==> config.mk <==
export PLATFORM = sky130hd
export DESIGN_NAME = dog_gauss_row
export DESIGN_NICKNAME = d
export VERILOG_FILES = /design/src/rtl/dog_gauss_row.sv
export SDC_FILE = /design/constraint.sdc
export NUM_CORES = 1
export LEC_CHECK = 0
export BUFFER_PORTS_ARGS = -buffer_cell sky130_fd_sc_hd__buf_2
export CAP_MARGIN = 30
export CELL_PAD_IN_SITES_DETAIL_PLACEMENT = 0
export CELL_PAD_IN_SITES_GLOBAL_PLACEMENT = 1
export CORE_MARGIN = 3
export CORE_UTILIZATION = 45
export DETAILED_ROUTE_END_ITERATION = 10
export PLACE_DENSITY = 0.73
export SYNTH_ARGS = -nofsm -noshare
export SYNTH_HDL_FRONTEND = slang
export SYNTH_SLANG_ARGS = --single-unit
==> constraint.sdc <==
create_clock -name clk -period 7 [get_ports clk]
set_clock_uncertainty 0.2 [all_clocks]
set_input_delay 0.7 -clock clk [delete_from_list [all_inputs] [get_ports clk]]
set_output_delay 0.7 -clock clk [all_outputs]
set_load 0.05 [all_outputs]
==> src/rtl/dog_gauss_row.sv <==
// 7-tap symmetric Gaussian line filter for the DoG pipeline: window shift, MAC, round.
// Optional output clamp enabled by defining DOG_GAUSS_SAT_EN.
module dog_gauss_row #(
  parameter int DW       = 8,
  parameter int LINE_LEN = 262,
  parameter int ROWS     = 256,
  parameter int K0       = 4,
  parameter int K1       = 16,
  parameter int K2       = 56,
  parameter int K3       = 104
) (
  input  logic          clk,
  input  logic          rst_n,
  input  logic          start,
  input  logic          in_valid,
  input  logic [DW-1:0] in_data,
  output logic          out_valid,
  output logic [DW-1:0] out_data,
  output logic [7:0]    out_x,
  output logic [7:0]    out_y,
  output logic          frame_done,
  output logic          busy
);

  localparam int          SW       = 18;
  localparam logic [8:0]  LAST_COL = 9'(LINE_LEN - 1);
  localparam logic [7:0]  LAST_ROW = 8'(ROWS - 1);
  localparam logic [SW-1:0] C0 = SW'(K0);
  localparam logic [SW-1:0] C1 = SW'(K1);
  localparam logic [SW-1:0] C2 = SW'(K2);
  localparam logic [SW-1:0] C3 = SW'(K3);
  localparam logic [SW-1:0] RND = SW'(128);

  logic [8:0]         col_cnt;
  logic [7:0]         row_cnt;
  logic [6:0][DW-1:0] win;       // win[6] newest, win[0] oldest
  logic               v0, v1;
  logic [7:0]         x0, y0, x1, y1;
  logic [SW-1:0]      sum_q, sum_c;
  logic [DW:0]        p06, p15, p24;
  logic [DW-1:0]      pix_c;
  logic               last_out;

  always_comb begin
    p06   = {1'b0, win[0]} + {1'b0, win[6]};
    p15   = {1'b0, win[1]} + {1'b0, win[5]};
    p24   = {1'b0, win[2]} + {1'b0, win[4]};
    sum_c = C0 * SW'(p06) + C1 * SW'(p15) + C2 * SW'(p24) + C3 * SW'(win[3]);
  end

`ifdef DOG_GAUSS_SAT_EN
  logic [SW-1:0] rnd;
  always_comb begin
    rnd   = (sum_q + RND) >> 8;
    pix_c = (rnd > SW'((2**DW) - 1)) ? {DW{1'b1}} : rnd[DW-1:0];
  end
`else
  // Truncation only; correct as long as the taps sum to at most 256.
  always_comb pix_c = DW'((sum_q + RND) >> 8);
`endif

  assign last_out = out_valid && (out_x == 8'd255) && (out_y == LAST_ROW);

  always_ff @(posedge clk or negedge rst_n) begin
    if (!rst_n) begin
      col_cnt    <= '0;
      row_cnt    <= '0;
      win        <= '0;
      v0         <= 1'b0;
      v1         <= 1'b0;
      x0         <= '0;
      y0         <= '0;
      x1         <= '0;
      y1         <= '0;
      sum_q      <= '0;
      out_valid  <= 1'b0;
      out_data   <= '0;
      out_x      <= '0;
      out_y      <= '0;
      frame_done <= 1'b0;
      busy       <= 1'b0;
    end else if (start) begin
      // start beats a coincident sample; in-flight results are discarded
      col_cnt    <= '0;
      row_cnt    <= '0;
      v0         <= 1'b0;
      v1         <= 1'b0;
      out_valid  <= 1'b0;
      frame_done <= 1'b0;
      busy       <= 1'b1;
    end else begin
      v0 <= 1'b0;
      if (in_valid) begin
        win <= {in_data, win[6:1]};
        v0  <= (col_cnt >= 9'd6);
        x0  <= 8'(col_cnt - 9'd6);
        y0  <= row_cnt;
        if (col_cnt == LAST_COL) begin
          col_cnt <= '0;
          row_cnt <= (row_cnt == LAST_ROW) ? 8'd0 : row_cnt + 8'd1;
        end else begin
          col_cnt <= col_cnt + 9'd1;
        end
      end
      v1        <= v0;
      x1        <= x0;
      y1        <= y0;
      sum_q     <= sum_c;
      out_valid <= v1;
      if (v1) begin
        out_data <= pix_c;
        out_x    <= x1;
        out_y    <= y1;
      end
      frame_done <= last_out;
      if (last_out) busy <= 1'b0;
    end
  end

endmodule

==> impl_metrics.sql, run 1 <==
INSERT INTO impl_metrics (metric_group, metric, value, unit) VALUES
('outcome', 'status', 'finished, final reports clean', ''),
('clock_network', 'cts_made_buffers', '17', ''),
('timing', 'hold_violations', '0', ''),
('clock_network', 'clockBufferDepth', '2', ''),
('clock_network', 'clk_pin_slew_worst_paths', '0.06', 'ns'),
('routing', 'drt_pre_antenna_iters', '5', ''),
('worst_setup_path', 'timing.critical_path.from_type', 'flop', ''),
('global_routing', 'vias_in_the_first_global_route', '5979', ''),
('logic_synthesis', 'seq_area_frac_synth', '0.4076', ''),
('timing', 'fin_setup_tns', '0', 'ns'),
('place', 'finalWeightedCongestion', '0.7929', ''),
('cells_and_area', 'syn2layout_area_growth', '11.53', '%'),
('timing', 'period_share', '0.8883', ''),
('clock_network', 'tritoncts_num_sinks', '143', ''),
('cells_and_area', 'diodes', '0', ''),
('clock_network', 'worst_skew_pair.late_latency', '0.42', 'ns'),
('logic_synthesis', 'ys_types', '57', ''),
('logic_synthesis', 'most_used_flip_flop_cell_after_synthesis', 'sky130_fd_sc_hd__dfrtp_1', ''),
('place', 'dp.final_hpwl', '12810', 'um'),
('timing', 'min_period', '6.218', 'ns'),
('min_path', 'min_path_type', 'in2async', ''),
('logic_synthesis', 'synth.top_cells.by_area', 'sky130_fd_sc_hd__dfrtp_1 41%, sky130_fd_sc_hd__ha_1 11%, sky130_fd_sc_hd__nand2_1 9.0%', ''),
('die', 'ioPinCount', '39', ''),
('logic_synthesis', 'synth-edff-count', '0', ''),
('routing', 'route.vias.total', '6065', ''),
('run', 'timing.max_cap.violations', '0', ''),
('timing', 'maxSlewViolCount', '0', ''),
('logic_synthesis', 'async_reset_ff_frac', '1.000', ''),
('logic_synthesis', 'synth_largest_type_area_fraction', '0.4076', ''),
('die', 'die_height', '145.7', 'um'),
('logic_synthesis', 'synth_top_cells_by_count', '210 x sky130_fd_sc_hd__nand2_1, 143 x sky130_fd_sc_hd__dfrtp_1, 78 x sky130_fd_sc_hd__ha_1', ''),
('routing', 'post_drt_wl_per_cell', '14.70', 'um'),
('clock_network', 'cts-htree-levels', '4', ''),
('global_routing', 'grt_start_max_net_pins', '81', ''),
('clock_network', 'tritoncts', 'done', ''),
('die', 'fp.dieArea', '21220', 'um^2'),
('timing', 'grt_setup_unrepaired', 'false', ''),
('logic_synthesis', 'syn-cell-area', '8778', 'um^2'),
('global_routing', 'grt_first_pass_wirelength', '30660', 'um'),
('logic_synthesis', 'mappedNetlistNets', '1033', ''),
('worst_setup_path', 'r2r_start', 'win[16]', ''),
('logic_synthesis', 'post-synth-top-area-cell', 'sky130_fd_sc_hd__dfrtp_1', ''),
('worst_setup_path', 'reg2regPathDepth', '23', ''),
('global_routing', 'gr-usage-all-layers', '0.1771', ''),
('die', 'die_boundary_width', '145.7', 'um'),
('timing', 'worst-slew-pin-transition', '0.8056', 'ns'),
('worst_setup_path', 'setup.worst_path.end_class', 'flop', ''),
('timing', 'max_freq', '160.8', 'MHz'),
('logic_synthesis', 'postSynthCellCount', '913', ''),
('cells_and_area', 'finalNetCount', '1064', ''),
('global_routing', 'antenna_found_initial', '0', ''),
('routing', 'drt-initial-drc-count', '270', ''),
('logic_synthesis', 'synth.most_common_cell', 'sky130_fd_sc_hd__nand2_1', ''),
('cells_and_area', 'post_route_cells_drive_above_1_share', '0.1243', ''),
('die', 'floorplan.rows', '50', ''),
('routing', 'drtAntennaViolNets', '0', ''),
('timing', 'holdWs', '0.06156', 'ns'),
('worst_setup_path', 'crit_required', '7.07', 'ns'),
('worst_setup_path', 'crit_arrival', '6.29', 'ns'),
('clock_network', 'clk_root_buffer_cell', 'sky130_fd_sc_hd__clkbuf_16', ''),
('timing', 'worst_slew_margin_rel', '0.4593', ''),
('worst_setup_path', 'timing_worst_setup_path_type', 'reg2reg', ''),
('clock_network', 'total_of_hold_buffers_inserted_after_clock_tree_synthesis', '0', ''),
('timing', 'timing.final.setup_violations', '0', ''),
('die', 'coreArea', '18960', 'um^2'),
('worst_setup_path', 'path_max_fanout', '5', ''),
('logic_synthesis', 'synthesis.yosys.warnings', '0', ''),
('global_routing', 'globalRoute.totalOverflow', '0', ''),
('routing', 'wl', '17890', 'um'),
('die', 'initial_core_util', '0.4631', ''),
('routing', 'viasPerCell', '4.984', ''),
('cells_and_area', 'filler_cell_count', '1754', ''),
('routing', 'drc_errors', '0', ''),
('place', 'numPortBuffers', '38', ''),
('logic_synthesis', 'ys_ff_latch', '143', ''),
('clock_network', 'cts.repair_timing.setup_buffer_count', '0', ''),
('worst_setup_path', 'regToRegSetupSlack', '0.78', 'ns'),
('clock_network', 'cts_resized', '0', ''),
('worst_setup_path', 'timing.rr.end', 'sum_q[13]', ''),
('logic_synthesis', 'syn_area_per_cell', '9.615', 'um^2');
## placed cells by master (no fill, tap or decap), types with 3 or more instances in the layout
master,count
sky130_fd_sc_hd__nand4_1,7
sky130_fd_sc_hd__dfrtp_1,143
sky130_fd_sc_hd__fa_1,30
sky130_fd_sc_hd__nor2b_1,6
sky130_fd_sc_hd__o41ai_1,3
sky130_fd_sc_hd__a21o_1,14
sky130_fd_sc_hd__clkbuf_16,17
sky130_fd_sc_hd__mux2_2,34
sky130_fd_sc_hd__buf_2,37
sky130_fd_sc_hd__a2111oi_0,3
sky130_fd_sc_hd__nor4_1,3
sky130_fd_sc_hd__nand3_1,9
sky130_fd_sc_hd__and2_1,3
sky130_fd_sc_hd__clkinvlp_4,3
sky130_fd_sc_hd__xor2_1,25
sky130_fd_sc_hd__buf_4,5
sky130_fd_sc_hd__inv_1,65
sky130_fd_sc_hd__nand2_1,210
sky130_fd_sc_hd__o21ai_0,50
sky130_fd_sc_hd__ha_1,78
sky130_fd_sc_hd__mux2i_1,3
sky130_fd_sc_hd__nand2b_1,9
sky130_fd_sc_hd__o31ai_1,3
sky130_fd_sc_hd__a21oi_1,39
sky130_fd_sc_hd__o21bai_1,4
sky130_fd_sc_hd__inv_6,4
sky130_fd_sc_hd__o21a_1,6
sky130_fd_sc_hd__nor3_1,7
sky130_fd_sc_hd__a211oi_1,5
sky130_fd_sc_hd__xnor2_1,32
sky130_fd_sc_hd__nor2_1,54
## metrics by stage
stage                 util  cells  worst slack [ns]  cell area, um^2
global placement    0.4841   1184            0.8447             9176
CTS                 0.5165   1217            0.7602             9791
global route        0.5165   1217            0.1398             9791
floorplan                -    913             1.114             8778
finish              0.5165   1217            0.7821             9791
detailed placement  0.4851   1185            0.7770             9196
## critical path, stage by stage, from the launching register on
cell and delay (ns):
sky130_fd_sc_hd__dfrtp_1 0.40, sky130_fd_sc_hd__ha_1 0.26, sky130_fd_sc_hd__fa_1 0.41, sky130_fd_sc_hd__a21oi_1 0.18, sky130_fd_sc_hd__inv_1 0.06, sky130_fd_sc_hd__a21oi_1 0.17, sky130_fd_sc_hd__xnor2_1 0.25, sky130_fd_sc_hd__inv_1 0.12
sky130_fd_sc_hd__fa_1 0.51, sky130_fd_sc_hd__inv_1 0.04, sky130_fd_sc_hd__ha_1 0.33, sky130_fd_sc_hd__nor2b_1 0.15, sky130_fd_sc_hd__o21ai_0 0.20, sky130_fd_sc_hd__nand2b_1 0.10, sky130_fd_sc_hd__xnor2_1 0.18, sky130_fd_sc_hd__fa_1 0.47
sky130_fd_sc_hd__fa_1 0.54, sky130_fd_sc_hd__inv_1 0.04, sky130_fd_sc_hd__ha_1 0.35, sky130_fd_sc_hd__a211oi_1 0.23, sky130_fd_sc_hd__o21bai_1 0.10, sky130_fd_sc_hd__a41o_1 0.25, sky130_fd_sc_hd__a2111oi_0 0.45, sky130_fd_sc_hd__a221oi_1 0.09
## cells by family after synthesis
family,synth area share
and+or+nand+nor,0.1574
AOI/OAI and AO/OA,0.1026
DFF,0.4076
adders and majority gates,0.1796
buffers and inverters,0.04760
xor gates and xnor gates,0.05687
muxes,0.04832
## layout make-up
| cell class | instances | area, um^2 | area share |
|---|---|---|---|
| Clock buffer | 19 | 442.9 | 0.04524 |
| Sequential cell | 143 | 3578 | 0.3655 |
| Timing Repair Buffer | 44 | 254.0 | 0.02594 |
| Clock inverter | 13 | 151.4 | 0.01546 |
| Multi-Input combinational cell | 673 | 4795 | 0.4897 |
| Tap cell | 260 | 325.3 | 0.03323 |
| Inverter | 65 | 244.0 | 0.02492 |
## metal layers
| layer | global-route usage | part of all wire | vias to the layer above |
|---|---|---|---|
| met5 | 0 | 0 | - |
| met4 | 0.04036 | 0.0087 | 0 |
| li1 | - | - | 3105 |
| met2 | 0.2584 | 0.43 | 57 |
| met3 | 0.03862 | 0.036 | 14 |
| met1 | 0.2700 | 0.53 | 2889 |
## sequential cells by signal, summed over array words and instances, names as in the netlist, 8 cells and up
register and count:
col_cnt 9, out_data 8, out_x 8, out_y 8, row_cnt 8, sum_q 9, win 56, x0 8
x1 8, y0 8, y1 8
## worst max-delay path by stage
stage / from / to / slack, ns
after floorplan: win[16] / sum_q[14] / 1.11
after global placement: win[16] / sum_q[14] / 0.84
after detailed placement: win[16] / sum_q[13] / 0.78
after CTS: win[16] / sum_q[13] / 0.76
after global routing: win[16] / sum_q[13] / 0.14
final: win[16] / sum_q[13] / 0.78
Power of run 1 is not shown: default switching activity piles up to over one toggle a cycle in this logic, so the estimate is an artifact.
==> inputs of run 2 (changes only) <==
- CORE_MARGIN: 3 -> 2
- clock period: 7 -> 7.6 ns (I/O delays scaled with it)
==> run 2 against run 1 <==
First-iteration DRC count increased by 15%. Setup slack improved by 0.48 ns. Worst hold slack improved by 0.085 ns. Cell count increased by 0.33%. Flip-flop and latch count unchanged. Register-to-register slack improved by 0.48 ns. Maximum frequency decreased by 1.9%. Sequential share of layout area decreased by 0.13 points. Count of clock-buffer cells in the layout unchanged. Die area decreased by 2.7%.
==> impl_metrics.sql, run 2 (synthesized netlist as in run 1, its figures left out) <==
INSERT INTO impl_metrics (metric_group, metric, value, unit) VALUES
('die', 'ioPinCount', '39', ''),
('cells_and_area', 'layout.cells.most_common', 'sky130_fd_sc_hd__nand2_1', ''),
('global_routing', 'grt_first_pass_wirelength', '29800', 'um'),
('timing', 'grt_setup_unrepaired', 'false', ''),
('global_routing', 'vias_in_the_first_global_route', '5812', ''),
('clock_network', 'clk_pin_slew_worst_paths', '0.06', 'ns'),
('timing', 'hold_violations', '0', ''),
('clock_network', 'cts_resized', '0', ''),
('timing', 'timing.final.setup_violations', '0', ''),
('global_routing', 'antenna_found_initial', '0', ''),
('routing', 'wl', '18010', 'um'),
('clock_network', 'tritoncts', 'done', ''),
('routing', 'drt_pre_antenna_iters', '4', ''),
('worst_setup_path', 'timing.critical_path.from_type', 'flop', ''),
('worst_setup_path', 'path_max_fanout', '5', ''),
('clock_network', 'cts-htree-levels', '4', ''),
('global_routing', 'globalRoute.totalOverflow', '0', ''),
('worst_setup_path', 'crit_required', '7.67', 'ns'),
('die', 'coreArea', '19270', 'um^2'),
('timing', 'worst_slew_margin_rel', '0.4344', ''),
('die', 'die_height', '143.7', 'um'),
('cells_and_area', 'layout.cell_area.non_filler', '9827', 'um^2'),
('global_routing', 'top_usage_layer', 'met1', ''),
('place', 'finalWeightedCongestion', '0.7783', ''),
('place', 'dp.final_hpwl', '12720', 'um'),
('clock_network', 'cts_made_buffers', '17', ''),
('worst_setup_path', 'crit_arrival', '6.41', 'ns'),
('timing', 'worst-slew-pin-transition', '0.8427', 'ns'),
('timing', 'max_freq', '157.7', 'MHz'),
('worst_setup_path', 'setup.worst_path.end_class', 'flop', ''),
('timing', 'maxSlewViolCount', '0', ''),
('outcome', 'status', 'finished, final reports clean', ''),
('cells_and_area', 'flip_flop_count_of_the_largest_register_all_copies_and_words_added', '56', ''),
('clock_network', 'clockBufferDepth', '2', ''),
('min_path', 'min_path_type', 'in2async', ''),
('clock_network', 'clk_root_buffer_cell', 'sky130_fd_sc_hd__clkbuf_16', ''),
('place', 'placed_area', '9183', 'um^2'),
('worst_setup_path', 'timing_worst_setup_path_type', 'reg2reg', ''),
('cells_and_area', 'filler_cell_count', '1823', ''),
('worst_setup_path', 'critical_path.cell_chain', 'ha_1 -> fa_1 -> a21oi_1 -> inv_1 -> a21oi_1 -> xnor2_1 -> inv_1 -> fa_1 -> inv_1 -> ha_1 -> nor2b_1 -> o21ai_0 -> nand2b_1 -> xnor2_1 -> fa_1 -> fa_1 -> inv_1 -> ha_1 -> a211oi_1 -> o21bai_1 -> a41o_1 -> a2111oi_0 -> a221oi_1', ''),
('timing', 'period_share', '0.8342', ''),
('die', 'die_boundary_width', '143.7', 'um'),
('die', 'floorplan.rows', '51', ''),
('clock_network', 'total_of_hold_buffers_inserted_after_clock_tree_synthesis', '0', ''),
('cells_and_area', 'finalNetCount', '1064', ''),
('clock_network', 'worst_skew_pair.late_latency', '0.43', 'ns'),
('worst_setup_path', 'crit_family', 'adder cells', ''),
('die', 'fp.dieArea', '20640', 'um^2'),
('routing', 'route.vias.total', '6099', ''),
('clock_network', 'cts.repair_timing.setup_buffer_count', '0', ''),
('routing', 'drtAntennaViolNets', '0', ''),
('routing', 'viasPerCell', '4.995', ''),
('cells_and_area', 'diodes', '0', ''),
('timing', 'min_period', '6.340', 'ns'),
('global_routing', 'global_route.usage.met1', '0.2814', ''),
('worst_setup_path', 'critical_path.n_buffers_inverters', '4', ''),
('global_routing', 'grt.met2_usage', '0.2692', ''),
('die', 'initial_core_util', '0.4555', ''),
('place', 'numPortBuffers', '38', ''),
('global_routing', 'grt_start_max_net_pins', '81', ''),
('cells_and_area', 'largest_regs', 'win x56, col_cnt x9, sum_q x9', ''),
('worst_setup_path', 'slowest_delay', '0.54', 'ns'),
('cells_and_area', 'syn2layout_area_growth', '11.94', '%'),
('cells_and_area', 'most-common-layout-cells', '210 x sky130_fd_sc_hd__nand2_1, 143 x sky130_fd_sc_hd__dfrtp_1, 78 x sky130_fd_sc_hd__ha_1', ''),
('worst_setup_path', 'crit_slowest_cell', 'sky130_fd_sc_hd__fa_1', ''),
('timing', 'fin_setup_tns', '0', 'ns'),
('routing', 'drt-initial-drc-count', '310', ''),
('global_routing', 'gr-usage-all-layers', '0.1853', ''),
('global_routing', 'global_route.usage.met3', '0.03332', ''),
('clock_network', 'tritoncts_num_sinks', '143', ''),
('routing', 'post_drt_wl_per_cell', '14.75', 'um'),
('routing', 'drc_errors', '0', ''),
('cells_and_area', 'regMostFlops', 'win', ''),
('run', 'timing.max_cap.violations', '0', ''),
('cells_and_area', 'post_route_cells_drive_above_1_share', '0.1224', '');
==> run 2: cell count changes in the layout (fill, tap and decap cells not counted), sizes merged <==
cell and change:
bufinv +2, clkinvlp -1, inv -2
==> run 2: worst reg2reg max path, stage by stage (launching register included) <==
cell	delay (ns)
sky130_fd_sc_hd__dfrtp_1	0.40
sky130_fd_sc_hd__ha_1	0.26
sky130_fd_sc_hd__fa_1	0.42
sky130_fd_sc_hd__a21oi_1	0.20
sky130_fd_sc_hd__inv_1	0.06
sky130_fd_sc_hd__a21oi_1	0.17
sky130_fd_sc_hd__xnor2_1	0.26
sky130_fd_sc_hd__inv_1	0.12
sky130_fd_sc_hd__fa_1	0.52
sky130_fd_sc_hd__inv_1	0.04
sky130_fd_sc_hd__ha_1	0.33
sky130_fd_sc_hd__nor2b_1	0.14
sky130_fd_sc_hd__o21ai_0	0.22
sky130_fd_sc_hd__nand2b_1	0.10
sky130_fd_sc_hd__xnor2_1	0.21
sky130_fd_sc_hd__fa_1	0.48
sky130_fd_sc_hd__fa_1	0.54
sky130_fd_sc_hd__inv_1	0.04
sky130_fd_sc_hd__ha_1	0.35
sky130_fd_sc_hd__a211oi_1	0.24
sky130_fd_sc_hd__o21bai_1	0.11
sky130_fd_sc_hd__a41o_1	0.26
sky130_fd_sc_hd__a2111oi_0	0.44
sky130_fd_sc_hd__a221oi_1	0.09
==> run 2: stage by stage <==
stage / utilization / instances / setup slack (ns) / hold WS, ns
6_report: 0.5099 / 1221 / 1.260 / 0.1469
3_3_place_gp: 0.4765 / 1189 / 1.465 / 0.2431
5_1_grt: 0.5099 / 1221 / 0.7839 / 0.1933
4_1_cts: 0.5085 / 1220 / 1.241 / 0.1677
3_5_place_dp: 0.4765 / 1189 / 1.256 / 0.2474
2_1_floorplan: - / 913 / 1.714 / 0.2385
==> run 2: area by class of cell <==
type,count,area (um^2),share of cell area
tap,265,331.6,0.03374
inverter,65,244.0,0.02483
timing repair buffer,44,261.5,0.02661
sequential,143,3578,0.3641
clock buffer,19,432.9,0.04405
multi-input combinational,673,4795,0.4879
clock inverter,12,183.9,0.01872
==> run 2: path summary, 6_finish.rpt <==
| path | endpoint | slack, ns | depth (start not counted) | startpoint |
|---|---|---|---|---|
| worst min register to register | v1 | 0.26 | 1 | v0 |
| max in group asynchronous | sum_q[9] | 6.05 | 3 | rst_n |
| worst max register to register | sum_q[13] | 1.26 | 23 | win[16] |
| worst min-delay path | win[49] | 0.15 | 1 | rst_n |
| worst max-delay path | sum_q[13] | 1.26 | 23 | win[16] |
| min in group clk | v1 | 0.26 | 1 | v0 |
==> run 2: per-layer routing <==
layer	up-vias	wire, um
li1	3110	-
met1	2901	9604
met2	67	7767
met3	21	386
met4	0	254
met5	-	0
Power of run 2 is left out for the same reason.
==> inputs of run 3 (changes only) <==
- clock period: 7.6 -> 6.2 ns (I/O delays scaled with it)
==> run 3 against run 2 <==
Global-route usage is 0.14 points higher. Sequential share of layout area decreased by 0.12 points. Flip-flop and latch count stayed put. Register-to-register slack got worse by 0.84 ns. Non-clock buffer count grew 1. Cell area increased by 0.34%. Setup slack got worse by 0.84 ns. Count of clock-buffer cells in the layout stayed put. Core utilization rose by 0.18 points. Critical endpoint is now sum_q[14]. Largest cell class unchanged.
==> impl_metrics.sql, run 3 (synthesized netlist as in run 1, its figures left out) <==
INSERT INTO impl_metrics (metric_group, metric, value, unit) VALUES
('worst_setup_path', 'critical_path.cell_chain', 'ha_2 -> fa_2 -> a21oi_2 -> inv_1 -> a21oi_2 -> xnor2_2 -> inv_1 -> fa_1 -> inv_1 -> ha_4 -> nor2b_1 -> o21ai_1 -> nand2b_1 -> xnor2_2 -> fa_1 -> fa_1 -> inv_1 -> ha_4 -> a211oi_2 -> o21bai_1 -> a41o_1 -> a21o_1 -> a311o_1', ''),
('worst_setup_path', 'crit_arrival', '5.88', 'ns'),
('cells_and_area', 'syn2layout_area_growth', '12.33', '%'),
('clock_network', 'cts-htree-levels', '4', ''),
('timing', 'max_freq', '173.1', 'MHz'),
('cells_and_area', 'post_route_cells_drive_above_1_share', '0.1378', ''),
('die', 'ioPinCount', '39', ''),
('place', 'dp.final_hpwl', '12710', 'um'),
('die', 'die_height', '143.7', 'um'),
('routing', 'viasPerCell', '4.966', ''),
('cells_and_area', 'finalNetCount', '1065', ''),
('cells_and_area', 'diodes', '0', ''),
('timing', 'period_share', '0.9315', ''),
('cells_and_area', 'regMostFlops', 'win', ''),
('worst_setup_path', 'crit_required', '6.31', 'ns'),
('timing', 'timing.final.setup_violations', '0', ''),
('worst_setup_path', 'slowest_delay', '0.54', 'ns'),
('die', 'coreArea', '19270', 'um^2'),
('routing', 'drt_pre_antenna_iters', '4', ''),
('cells_and_area', 'most-common-layout-cells', '210 x sky130_fd_sc_hd__nand2_1, 143 x sky130_fd_sc_hd__dfrtp_1, 74 x sky130_fd_sc_hd__ha_1', ''),
('die', 'floorplan.rows', '51', ''),
('worst_setup_path', 'critical_path_origin', 'win[16]', ''),
('worst_setup_path', 'critical_path.n_buffers_inverters', '4', ''),
('global_routing', 'grt_start_max_net_pins', '89', ''),
('global_routing', 'global_route.usage.met1', '0.2829', ''),
('timing', 'worst-slew-pin-transition', '0.9608', 'ns'),
('cells_and_area', 'filler_cell_count', '1851', ''),
('routing', 'route.vias.total', '6074', ''),
('run', 'timing.max_cap.violations', '0', ''),
('global_routing', 'global_route.usage.met3', '0.02932', ''),
('worst_setup_path', 'crit_family', 'adder cells', ''),
('routing', 'drc_errors', '0', ''),
('die', 'die_boundary_width', '143.7', 'um'),
('routing', 'wl', '17770', 'um'),
('worst_setup_path', 'setup.worst_path.end_class', 'flop', ''),
('clock_network', 'clockBufferDepth', '2', ''),
('cells_and_area', 'largest_regs', 'win x56, col_cnt x9, sum_q x9', ''),
('clock_network', 'total_of_hold_buffers_inserted_after_clock_tree_synthesis', '0', ''),
('global_routing', 'gr-usage-all-layers', '0.1866', ''),
('timing', 'postLayoutSetupSlackWorst', '0.4246', 'ns'),
('global_routing', 'globalRoute.totalOverflow', '0', ''),
('die', 'initial_core_util', '0.4555', ''),
('global_routing', 'antenna_found_initial', '0', ''),
('worst_setup_path', 'crit_slowest_cell', 'sky130_fd_sc_hd__fa_1', ''),
('timing', 'hold_violations', '0', ''),
('clock_network', 'tritoncts_num_sinks', '143', ''),
('clock_network', 'cts_made_buffers', '17', ''),
('timing', 'min_period', '5.775', 'ns'),
('cells_and_area', 'seqCellArea', '3578', 'um^2'),
('min_path', 'min_path_type', 'in2async', ''),
('clock_network', 'tritoncts', 'done', ''),
('clock_network', 'clk_pin_slew_worst_paths', '0.06', 'ns'),
('routing', 'drtAntennaViolNets', '0', ''),
('place', 'post-place-ws', '-0.02379', 'ns'),
('worst_setup_path', 'r2r_start', 'win[16]', ''),
('timing', 'maxSlewViolCount', '0', ''),
('die', 'fp.dieArea', '20640', 'um^2'),
('clock_network', 'worst_skew_pair.late_latency', '0.42', 'ns'),
('cells_and_area', 'flip_flop_count_of_the_largest_register_all_copies_and_words_added', '56', ''),
('global_routing', 'top_usage_layer', 'met1', ''),
('cells_and_area', 'utilization', '0.5117', ''),
('place', 'numPortBuffers', '38', ''),
('worst_setup_path', 'cp_common_cell', 'sky130_fd_sc_hd__inv_1', ''),
('global_routing', 'vias_in_the_first_global_route', '6072', ''),
('global_routing', 'grt_first_pass_wirelength', '30240', 'um'),
('global_routing', 'grt.met2_usage', '0.2757', ''),
('routing', 'drt-initial-drc-count', '222', ''),
('outcome', 'status', 'finished, final reports clean', ''),
('cells_and_area', 'layout.cells.most_common', 'sky130_fd_sc_hd__nand2_1', ''),
('worst_setup_path', 'path_max_fanout', '5', ''),
('worst_setup_path', 'timing_worst_setup_path_type', 'reg2reg', ''),
('worst_setup_path', 'timing.critical_path.from_type', 'flop', ''),
('place', 'finalWeightedCongestion', '0.7759', ''),
('routing', 'post_drt_wl_per_cell', '14.53', 'um'),
('cells_and_area', 'area_occupied_by_multi_input_gates', '4885', 'um^2'),
('clock_network', 'clk_root_buffer_cell', 'sky130_fd_sc_hd__clkbuf_16', ''),
('timing', 'worst_slew_margin_rel', '0.3594', '');
==> run 3: cell type report <==
| cell class | instances | share of cell area |
|---|---|---|
| Clock buffer | 19 | 0.04492 |
| Clock inverter | 13 | 0.01320 |
| Inverter | 65 | 0.02474 |
| Multi-Input combinational cell | 673 | 0.4954 |
| Sequential cell | 143 | 0.3629 |
| Tap cell | 265 | 0.03363 |
| Timing Repair Buffer | 45 | 0.02525 |
==> run 3: worst reg2reg max path: stages, from the launching register on <==
cell	delay (ns)
sky130_fd_sc_hd__dfrtp_1	0.41
sky130_fd_sc_hd__ha_2	0.22
sky130_fd_sc_hd__fa_2	0.37
sky130_fd_sc_hd__a21oi_2	0.17
sky130_fd_sc_hd__inv_1	0.08
sky130_fd_sc_hd__a21oi_2	0.18
sky130_fd_sc_hd__xnor2_2	0.14
sky130_fd_sc_hd__inv_1	0.08
sky130_fd_sc_hd__fa_1	0.51
sky130_fd_sc_hd__inv_1	0.07
sky130_fd_sc_hd__ha_4	0.25
sky130_fd_sc_hd__nor2b_1	0.13
sky130_fd_sc_hd__o21ai_1	0.17
sky130_fd_sc_hd__nand2b_1	0.12
sky130_fd_sc_hd__xnor2_2	0.15
sky130_fd_sc_hd__fa_1	0.48
sky130_fd_sc_hd__fa_1	0.54
sky130_fd_sc_hd__inv_1	0.06
sky130_fd_sc_hd__ha_4	0.26
sky130_fd_sc_hd__a211oi_2	0.18
sky130_fd_sc_hd__o21bai_1	0.09
sky130_fd_sc_hd__a41o_1	0.26
sky130_fd_sc_hd__a21o_1	0.21
sky130_fd_sc_hd__a311o_1	0.34
==> run 3: final timing paths <==
kind / endpoint / slack (ns) / cells after the start
min: win[50] / 0.07 / 1
min in group clk: win[55] / 0.19 / 3
max in group asynchronous: win[29] / 4.49 / 2
max reg2reg: sum_q[14] / 0.42 / 23
min reg2reg: v1 / 0.26 / 1
max: sum_q[14] / 0.42 / 23
==> run 3: timing repair <==
item | 4_1_cts | 5_1_grt
setup buffers | 0 | 1
hold endpoints to repair | 0 | 0
pin swaps | 0 | 8
resized for setup | 2 | 15
setup endpoints to repair | 1 | 5
==> run 3: per-layer routing <==
metal | part of all wire | vias up
li1 | - | 3106
met1 | 0.53 | 2898
met2 | 0.43 | 54
met3 | 0.020 | 16
met4 | 0.012 | 0
met5 | 0 | -
==> run 3: stage by stage <==
stage          hold WS [ns]  cells  instance area (um^2)  setup TNS (ns)
6_report            0.06764   1223                  9861               0
5_1_grt              0.1311   1223                  9861       -0.004145
4_1_cts              0.1033   1222                  9769               0
3_5_place_dp         0.2479   1190                  9190        -0.02379
3_3_place_gp         0.2436   1190                  9190               0
2_1_floorplan        0.1244    913                  8778               0
Power of run 3 is left out for the same reason.
